===== src/rtl/nodemem_arbiter.sv =====
// Three-requester round-robin arbiter that serialises 16-bit word accesses
// onto a byte-wide node memory with one-cycle read latency.
module nodemem_arbiter #(
    parameter int ADDR_WIDTH = 11,
    parameter int MEM_WIDTH  = 8,
    parameter int WORD_WIDTH = 16
) (
    input  logic                    clock,
    input  logic                    rst,
    input  logic                    en,
    input  logic [2:0]              req,
    input  logic [2:0]              req_wr,
    input  logic [3*ADDR_WIDTH-1:0] req_addr,
    input  logic [3*WORD_WIDTH-1:0] req_wdata,
    output logic [2:0]              ack,
    output logic [WORD_WIDTH-1:0]   rdata,
    output logic                    busy,
    output logic [1:0]              gnt_id,
    output logic [ADDR_WIDTH-1:0]   mem_addr,
    output logic                    mem_wr_en,
    output logic [MEM_WIDTH-1:0]    mem_wdata,
    input  logic [MEM_WIDTH-1:0]    mem_rdata
);

    typedef enum logic [1:0] {IDLE, LO, HI, ACK} state_t;

    state_t                          state;
    logic [1:0]                      rr_ptr;
    logic [1:0]                      pick;
    logic                            found;
    logic [2:0]                      idx;
    logic                            sel_wr;
    logic [ADDR_WIDTH-1:0]           sel_addr;
    logic [WORD_WIDTH-1:0]           sel_wdata;
    logic                            lat_wr;
    logic [ADDR_WIDTH-1:0]           lat_addr;
    logic [WORD_WIDTH-MEM_WIDTH-1:0] lat_wdata_hi;
    logic [MEM_WIDTH-1:0]            lo_byte;
    logic [WORD_WIDTH-1:0]           rdata_hold;
    logic                            wr_strobe;

    // Round-robin search starting at rr_ptr, wrapping modulo 3.
    always_comb begin
        pick  = rr_ptr;
        found = 1'b0;
        idx   = '0;
        for (int unsigned k = 0; k < 3; k++) begin
            idx = {1'b0, rr_ptr} + 3'(k);
            if (idx >= 3'd3)
                idx = idx - 3'd3;
            if (!found && req[idx]) begin
                pick  = idx[1:0];
                found = 1'b1;
            end
        end
    end

    always_comb begin
        sel_wr    = req_wr[0];
        sel_addr  = req_addr[0 +: ADDR_WIDTH];
        sel_wdata = req_wdata[0 +: WORD_WIDTH];
        for (int unsigned i = 0; i < 3; i++) begin
            if (pick == 2'(i)) begin
                sel_wr    = req_wr[i];
                sel_addr  = req_addr[i*ADDR_WIDTH +: ADDR_WIDTH];
                sel_wdata = req_wdata[i*WORD_WIDTH +: WORD_WIDTH];
            end
        end
    end

    always_ff @(posedge clock) begin
        if (rst) begin
            state        <= IDLE;
            rr_ptr       <= '0;
            ack          <= '0;
            gnt_id       <= 2'd3;
            mem_addr     <= '0;
            mem_wdata    <= '0;
            wr_strobe    <= 1'b0;
            lat_wr       <= 1'b0;
            lat_addr     <= '0;
            lat_wdata_hi <= '0;
            lo_byte      <= '0;
            rdata_hold   <= '0;
        end else begin
            ack <= '0;
            case (state)
                IDLE: begin
                    if (en && found) begin
                        state        <= LO;
                        gnt_id       <= pick;
                        lat_wr       <= sel_wr;
                        lat_addr     <= sel_addr;
                        lat_wdata_hi <= sel_wdata[WORD_WIDTH-1:MEM_WIDTH];
                        mem_addr     <= sel_addr;
                        mem_wdata    <= sel_wdata[MEM_WIDTH-1:0];
                        wr_strobe    <= sel_wr;
                    end
                end
                LO: begin
                    state     <= HI;
                    mem_addr  <= lat_addr + 1'b1;
                    mem_wdata <= lat_wdata_hi;
                    wr_strobe <= lat_wr;
                end
                HI: begin
                    state     <= ACK;
                    wr_strobe <= 1'b0;
                    ack       <= 3'b001 << gnt_id;
                    if (!lat_wr)
                        lo_byte <= mem_rdata;
                end
                ACK: begin
                    state  <= IDLE;
                    gnt_id <= 2'd3;
                    rr_ptr <= (gnt_id == 2'd2) ? 2'd0 : gnt_id + 2'd1;
                    if (!lat_wr)
                        rdata_hold <= {mem_rdata, lo_byte};
                end
                default: state <= IDLE;
            endcase
        end
    end

    // High byte only arrives during ACK, so the read word is assembled
    // combinationally there and held from the register afterwards.
    assign rdata = (state == ACK && !lat_wr) ? {mem_rdata, lo_byte} : rdata_hold;

    // Gating with rst keeps an aborted transaction from writing on the reset edge.
    assign mem_wr_en = wr_strobe & ~rst;
    assign busy      = (state != IDLE);

endmodule


===== config.mk =====
export PLATFORM = sky130hd
export DESIGN_NAME = nodemem_arbiter
export DESIGN_NICKNAME = d
export VERILOG_FILES = /design/src/rtl/nodemem_arbiter.sv
export SDC_FILE = /design/constraint.sdc
export NUM_CORES = 1
export LEC_CHECK = 0
export ABC_AREA = 1
export CORE_MARGIN = 2
export CORE_UTILIZATION = 50
export CTS_BUF_LIST = sky130_fd_sc_hd__clkbuf_16
export DETAILED_ROUTE_END_ITERATION = 8
export MAX_ROUTING_LAYER = met4
export PLACE_DENSITY = 0.87
export SLEW_MARGIN = 25
export SYNTH_ARGS = -nofsm -noshare
export SYNTH_HDL_FRONTEND = slang
export SYNTH_SLANG_ARGS = --single-unit
export TNS_END_PERCENT = 10

===== constraint.sdc =====
create_clock -name clock -period 4.1 [get_ports clock]
set_input_delay 0.82 -clock clock [delete_from_list [all_inputs] [get_ports clock]]
set_output_delay 0.82 -clock clock [all_outputs]
set_load 0.02 [all_outputs]

---- After elaboration in Yosys (flattened, before gate mapping) ----
Index checks and enable logic that the tools add are counted.
operators by class
  magnitude comparators ................... 6
  reductions and logical operators ........ 19
  equality and inequality tests ........... 7
  multiplexer cells ....................... 33
  $add $sub $neg .......................... 7
  shift-type cells ........................ 1
  bitwise logic cells ..................... 4
operators by type and width
  operator               count
  $mux 16                3
  $mux 11                3
  $pmux 11 s2            1
  $pmux 8 s2             1
  $mux 2                 6
  $reduce_and 2->1       6
  $add 11x1->11 const B  1
  $lt 3x3->1 const B     3
  $mux 1                 9
  $mux 3                 3
  $eq 2x2->1 const B     4
  $mux 8                 1
  $pmux 2 s4             1
  $bmux 1 s2             3
  $ge 3x2->1 const B     2
  $reduce_bool 2->1      3
  $sub 3x2->3 const B    2
  $eq 2x1->1 const B     2
  $logic_and 1x1->1      4
  $pmux 2 s2             1
  $add 2x1->3 const B    1
  $add 2x2->3 const B    1
  $logic_not 1->1        3
  $not 1->1              3
  other kinds (10)       10
storage, ports and cells
  word-level logic and storage cells ...... 89
  register bits after elaboration ......... 73
  output and inout port bits .............. 42

---- Depth between registers and ports, before layout ----
Gate-level depths: netlist of the first run.
  word-level depth ........................ 16
  gate-level depth with buffers ........... 19
  depth with buffers taken out ............ 17

---- Worst setup path before layout of the first run ----
No wires, ideal clock.
  path type ............................... input port to flip-flop
  start point ............................. input port req[2]
  end point ............................... register lat_addr[0]
  path buffers ............................ 2
  stages .................................. 15
  arrival time ............................ 2,132 ps
  setup slack ............................. 1,855 ps
  required time ........................... 3,987 ps
  cells stage by stage .................... inv_1 -> o21ai_1 -> nand2_4 -> inv_1 -> nand2_1 -> nand2_2 -> nor2_4 -> nor2_8 -> nand2_4 -> buf_6 -> buf_6 -> nand3_1 -> nand3_2 -> o21ai_1 -> inv_1
on the way
  cells in the longest elaborated chain, start to end .. 12
RTL lines
  item                          RTL line  text
  start, declared               11        input logic [2:0] req,
  $bmux 1 s2                    51        if (!found && req[idx]) begin
  $mux 1 (implied by the code)  51
  $mux 1                        51
  $logic_not 1->1               51
  $logic_and 1x1->1             51
  $mux 1                        51
  $logic_not 1->1               51
  $logic_and 1x1->1             51
  $mux 2                        51
  $eq 2x1->1                    63        if (pick == 2'(i)) begin
  $mux 11 (2 in series)         63
  end signal, assigned          93        lat_addr <= sel_addr;
  end, declared                 36        logic [ADDR_WIDTH-1:0] lat_addr;
Parallel ways exist; a longest one is shown, timed or not. The select of a mux whose other input is x is not followed.
A chain may end at the register's enable or synchronous reset.

---- Worst setup path in the final report of the first run ----
  start point ............................. register state[0]
  end point ............................... output port rdata[0]
on the way
  cells in the longest elaborated chain, start to end .. 3
RTL lines
  item                    RTL line  text
  start, declared         27        state_t state;
  start signal, assigned  73        state <= IDLE;
  start signal, assigned  90        state <= LO;
  start signal, assigned  101       state <= HI;
  $eq 2x2->1              127       assign rdata = (state == ACK && !lat_wr) ? {mem_rdata, lo_byte} : rdata_hold;
  $logic_and 1x1->1       127
  $mux 16                 127
  end, declared           16        output logic [WORD_WIDTH-1:0] rdata,
No other way between the ends.

==> results.yml, run 1 <==
critical_path:
  critPathSlowestCell: "o21ai_0"
  cpLargestDelayFamily: "buffers and inverters"
  critPathMaxStageDelay_ns: 0.55
  cp-start-kind: "register"
  critPathMaxFanout: 32
  path_cells: "ha_1, nand2_1, o21ai_0, inv_1, clkdlybuf4s50_1"
  worstPathRequired_ns: 3.28
  end_kind: "output port"
  worst_ep_arrival_time_ns: 2.72
  crit_buf_inv: 2
  criticalPathCategory: "reg -> out"
die:
  start_util_pct: 51.0
  num_io_pins: 140
  dieWidth_um: 97.7
  die_h_um: 97.7
  row_count: 34
  core_um2: 8590
  die_area_um2: 9540
clock_tree:
  cts_resized: 0
  cts-root-buf: "clkbuf_16"
  cts.path.max_buffers: 2
  htreeDepth: 3
  clock_sinks: 73
  cts_tree: "built"
  clock_insertion_delay_worst_skew_ns: 0.33
  cts_setup_buffers: 0
  clkTransAtPathRegs_ns: 0.06
  cts_made_buffers: 9
  cts_hold_buf: 0
yosys:
  yosysWarnings: 0
  yosys.area_share.simple_pct: 31.7
  synth_compound_area_share_pct: 17.2
  synth_top_family_by_area: "simple AND/OR/NAND/NOR gates"
  synth_area_per_cell_um2: 6.77
  synthAdderAreaFrac_pct: 2.85
  synth_xor_area_share_pct: 1.20
  synthMuxAreaShare_pct: 0
  ys_seq_elements: 73
  synth_seq_area_share_pct: 33.3
  ys_types: 34
  synth_area_um2: 4390
  syn_inst: 648
  synth_nets: 756
route:
  firstDrtPassIters: 5
  viasPerCell: 5.21
  drt-total-wl_um: 12300
  antenna_left: 0
  drt_iter0_markers: 239
  drc_errors: 0
  vias: 4602
  post_drt_wl_per_cell_um: 14.0
hold_path:
  min_path_type: "reg -> reg"
power_and_ir_drop:
  cellPowerDensity_nw_per_um2: 617
  total_power_w: 0.00377
  p_leak_nw: 2.95
  peakVddDrop_mv: 0.313
sta:
  rsz0062_at_grt: "no"
  worst-slew-pin-transition_ns: 0.957
  fin_ws_ns: 0.560
  final_max_slew_viol_count: 0
  setup_tns_ns: 0
  hold_viol_final: 0
  setup_viol: 0
  fmax_ghz: 0.282
  finClkSkew_ns: 0.00420
  holdWs_ns: 0.504
  period_share_pct: 86.3
  slew_headroom_pct: 36.1
  period_needed_ns: 3.54
flow_run:
  max-cap-violations: 0
global_routing:
  grt_pass1_wl_um: 20500
  antenna_found_initial: 0
  grt_use_total_pct: 26.6
  gr-total-overflow: 0
  grt_pass1_vias: 4448
  grt_max_degree: 39
finish:
  area_growth_pct: 39.3
  fill_cells: 727
  nNetsFinal: 879
  drive_gt1_share_pct: 9.92
  diodes: 0
  final_common_cell: "clkdlybuf4s50_1"
  fin_util_pct: 71.1
  final_cell_mix: "clkdlybuf4s50_1 (139), nand2_1 (109), inv_1 (104), dfxtp_1 (73), nand3_1 (59)"
placement:
  gp_congestion: 0.862
  port-buffer-count: 139
  dp_hpwl_um: 8880
  pre_cts_ws_ns: 0.785
status:
  status: "completed"
## path summary, 6_finish.rpt
kind                       end  cells past startpoint       from  slack, ns
hold reg to reg         ack[0]                      1  gnt_id[0]       0.50
setup / recovery      rdata[0]                      5   state[0]       0.56
hold / removal          ack[0]                      1  gnt_id[0]       0.50
setup reg to reg  mem_wdata[7]                     14  rr_ptr[0]       1.09
## cell families after synthesis
logic type / Yosys count
flip-flops: 73
buffers and inverters: 144
XOR/XNOR: 6
AND/OR/NAND/NOR: 279
AO/OA/AOI/OAI: 136
adder cells (fa/ha/maj): 10
## stage by stage
stage / std cells / cell area, um2
after floorplan: 648 / 4390
after global placement: 868 / 5770
after detailed placement: 868 / 5770
after CTS: 884 / 6110
after global routing: 884 / 6110
final: 884 / 6110
## cells in the mapped netlist (all sizes together)
library cell / number / area, um2
nand2: 123 / 512
inv: 111 / 417
nand3: 82 / 541
dfxtp: 73 / 1460
o21ai: 65 / 340
nor2: 60 / 257
a21oi: 56 / 303
buf: 17 / 125
clkbuf: 15 / 56.3
ha: 10 / 125
o211ai: 9 / 67.6
or2: 9 / 56.3
xor2: 6 / 52.6
nor3: 4 / 20.0
a211oi: 2 / 15.0
a31oi: 2 / 12.5
o21bai: 2 / 15.0
clkinv: 1 / 3.75
nor4: 1 / 6.26
## sequential cells by signal, indices dropped and copies added (netlist names), 2 cells and up
| register | cells |
|---|---|
| gnt_id | 2 |
| rdata_hold | 16 |
| lat_wdata_hi | 8 |
| mem_addr | 11 |
| mem_wdata | 8 |
| lo_byte | 8 |
| state | 2 |
| rr_ptr | 2 |
| ack | 3 |
| lat_addr | 11 |
## final cells by class
| cell class | instances | area [um2] | share of cell area [%] |
|---|---|---|---|
| sequential | 73 | 1460 | 23.9 |
| clock buffer | 9 | 225 | 3.69 |
| inverter | 112 | 420 | 6.88 |
| clock inverter | 7 | 118 | 1.92 |
| multi-input combinational | 431 | 2320 | 38.0 |
| timing repair buffer | 144 | 1430 | 23.4 |
| tap | 108 | 135 | 2.21 |
## layer usage
layer	GRT usage, %	part of all wire (%)
met5	-	0
met4	8.97	1.7
met3	4.24	6.6
met2	45.8	50
met1	31.7	41
## power by group
group | internal (W) | leakage (nW) | switching [W]
combinational | 0.000715 | 2.18 | 0.00108
sequential | 0.000947 | 0.599 | 0.000141
clock | 0.000595 | 0.170 | 0.000297
total | 0.00226 | 2.95 | 0.00152
Note: power is estimated with default switching activity, not from simulation.
==> run 2, diff against run 1 <==
Settings changed: ABC_AREA 1 to not set, CORE_UTILIZATION 50 to 49, PLACE_DENSITY 0.87 to 0.89.
==> run 2 against run 1 <==
Effect of this change: area after synthesis down 11%; die area down 9.2%; first-iteration DRC count up 36%; synthesized cell count down 32%; final area down 7.2%; via count down 11%; setup slack worse by 0.12 ns; critical endpoint is now lat_wr.
==> results.yml, run 2 <==
die:
  die_area_um2: 8660
  row_count: 32
  num_io_pins: 140
  dieWidth_um: 93.0
  die_h_um: 93.0
  start_util_pct: 50.5
  core_um2: 7690
critical_path:
  critPathMaxFanout: 12
  r2r_cells: 9
  criticalPathCategory: "in -> reg"
  worst_ep_arrival_time_ns: 3.83
  critPathMaxStageDelay_ns: 0.79
  worstPathRequired_ns: 4.27
  critPathSlowestCell: "a221oi_1"
  path_cells: "clkdlybuf4s50_1, mux2i_1, o221ai_2, a221oi_1, or3_1, nor2_1, a2111oi_0"
  r2r-start: "rr_ptr[0]"
  timing.rr.end: "lat_wr"
  ff2ff_setup_slack_ns: 0.53
  end_kind: "register"
  crit_buf_inv: 1
  cpLargestDelayFamily: "compound AO/OA/AOI/OAI gates"
  cp-start-kind: "input port"
clock_tree:
  cts_tree: "built"
  cts.path.max_buffers: 2
  clock_sinks: 73
  cts-root-buf: "clkbuf_16"
  cts_hold_buf: 0
  htreeDepth: 3
  cts_resized: 0
  clkTransAtPathRegs_ns: 0.06
  clock_insertion_delay_worst_skew_ns: 0.33
  cts_setup_buffers: 0
  cts_made_buffers: 9
power_and_ir_drop:
  p_leak_nw: 2.12
  peakVddDrop_mv: 0.416
  cellPowerDensity_nw_per_um2: 622
route:
  drc_errors: 0
  viasPerCell: 6.08
  vias: 4092
  post_drt_wl_per_cell_um: 18.3
  drt_iter0_markers: 325
  firstDrtPassIters: 7
  drt-total-wl_um: 12300
  antenna_left: 0
finish:
  largestRegisters: "rdata_hold: 16 flops, lat_addr: 11 flops, mem_addr: 11 flops"
  largest-register: "rdata_hold"
  final_common_cell: "clkdlybuf4s50_1"
  diodes: 0
  area_growth_pct: 46.0
  drive_gt1_share_pct: 10.9
  nNetsFinal: 674
  fill_cells: 568
  largest_reg_flops: 16
  final_cell_mix: "clkdlybuf4s50_1 (138), dfxtp_1 (73), nand2_1 (35), nor2_1 (32), a221oi_1 (29)"
yosys:
  ys_seq_elements: 73
  synth_most_common_cell: "dfxtp_1"
  synth_area_per_cell_um2: 8.83
  synth_common_cells: "dfxtp_1 (73), nand2_1 (35), nor2_1 (32), a221oi_1 (29), o21ai_0 (24)"
  synth_edf_count: 0
  synth_area_um2: 3880
  synth_top_area_share_pct: 37.6
  yosysWarnings: 0
  synth_nets: 548
  yosysTopAreaCell: "dfxtp_1"
  synthArstFlopShare_pct: 0
  ys.flop_type: "dfxtp_1"
  ys_types: 55
  synth.top_cells.by_area: "dfxtp_1 (38%), a221oi_1 (6.5%), mux2_2 (4.6%)"
  synth_seq_area_share_pct: 37.6
  syn_inst: 440
sta:
  finClkSkew_ns: 0.00729
  hold_viol_final: 0
  setup_tns_ns: 0
  setup_viol: 0
  slew_headroom_pct: 42.7
  holdWs_ns: 0.455
  rsz0062_at_grt: "no"
  final_max_slew_viol_count: 0
  fmax_ghz: 0.273
  worst-slew-pin-transition_ns: 0.859
  period_needed_ns: 3.66
  period_share_pct: 89.3
placement:
  port-buffer-count: 139
  dp_hpwl_um: 8520
  gp_congestion: 0.945
hold_path:
  min_delay_path_depth: 2
  min_path_type: "reg -> reg"
  hp-start: "mem_wdata[2]"
  hold-path-endpoint: "mem_wdata[2]"
flow_run:
  max-cap-violations: 0
global_routing:
  antenna_found_initial: 0
  gr-total-overflow: 0
  grt_pass1_wl_um: 19400
  grt_pass1_vias: 4022
  grt_use_total_pct: 28.9
  grt_max_degree: 52
status:
  status: "completed"
[run 2: where the power goes]
| part | internal, W | switching [W] |
|---|---|---|
| logic | 0.000696 | 0.000865 |
| registers | 0.000908 | 0.000139 |
| clock network | 0.000602 | 0.000318 |
[run 2: stage by stage]
step / std cells / power (W) / cell area [um2] / util (%) / setup WS (ns)
floorplan: 440 / 0.00199 / 3880 / - / 1.50
global placement: 657 / 0.00253 / 5310 / 69.1 / 0.504
detailed placement: 657 / 0.00259 / 5310 / 69.1 / 0.362
CTS: 673 / 0.00351 / 5660 / 73.6 / 0.662
global route: 673 / 0.00371 / 5670 / 73.8 / 0.308
finish: 673 / 0.00353 / 5670 / 73.8 / 0.441
[run 2: worst max-delay path by stage]
stage / to / depth (start not counted) / startpoint
6_report: lat_wr / 7 / req[0]
3_3_place_gp: lat_wdata_hi[6] / 9 / req[0]
2_1_floorplan: rdata[0] / 5 / state[0]
5_1_grt: lat_wr / 7 / req[1]
4_1_cts: lat_wdata_hi[6] / 9 / req[0]
3_5_place_dp: lat_wdata_hi[6] / 9 / req[0]
[run 2: final cells by class]
| class | count | area, um2 | share of cell area (%) |
|---|---|---|---|
| clock inverter | 7 | 124 | 2.18 |
| inverter | 9 | 33.8 | 0.596 |
| sequential | 73 | 1460 | 25.8 |
| timing repair buffer | 148 | 1450 | 25.6 |
| clock buffer | 9 | 225 | 3.97 |
| tap | 102 | 128 | 2.25 |
| multi-input combinational | 325 | 2240 | 39.6 |
[run 2: logic make-up after synthesis]
logic type	count (synthesis)	synth area share (%)
buffers and inverters	42	4.90
DFF	73	37.6
xor gates and xnor gates	9	2.22
and+or+nand+nor	144	19.4
AOI/OAI and AO/OA	134	24.9
adders and majority gates	10	3.22
muxes	28	7.73
[run 2: worst register-to-register path, stage by stage (launching register included)]
cell and delay (ns):
dfxtp_1 0.38, inv_1 0.10, ha_1 0.43, nand2b_1 0.21, a21boi_2 0.27, nor2_1 0.10
a221oi_1 0.75, or3_1 0.54, nor2_1 0.09, a2111oi_0 0.53
[run 2: per-layer routing]
layer  track usage (%)  vias up  part of all wire (%)
met5                 -        -                     0
met4              10.7        0                   2.9
met2              50.8      216                    50
met1              32.7     1937                    39
li1                  -     1898                     -
met3              5.32       41                   7.3
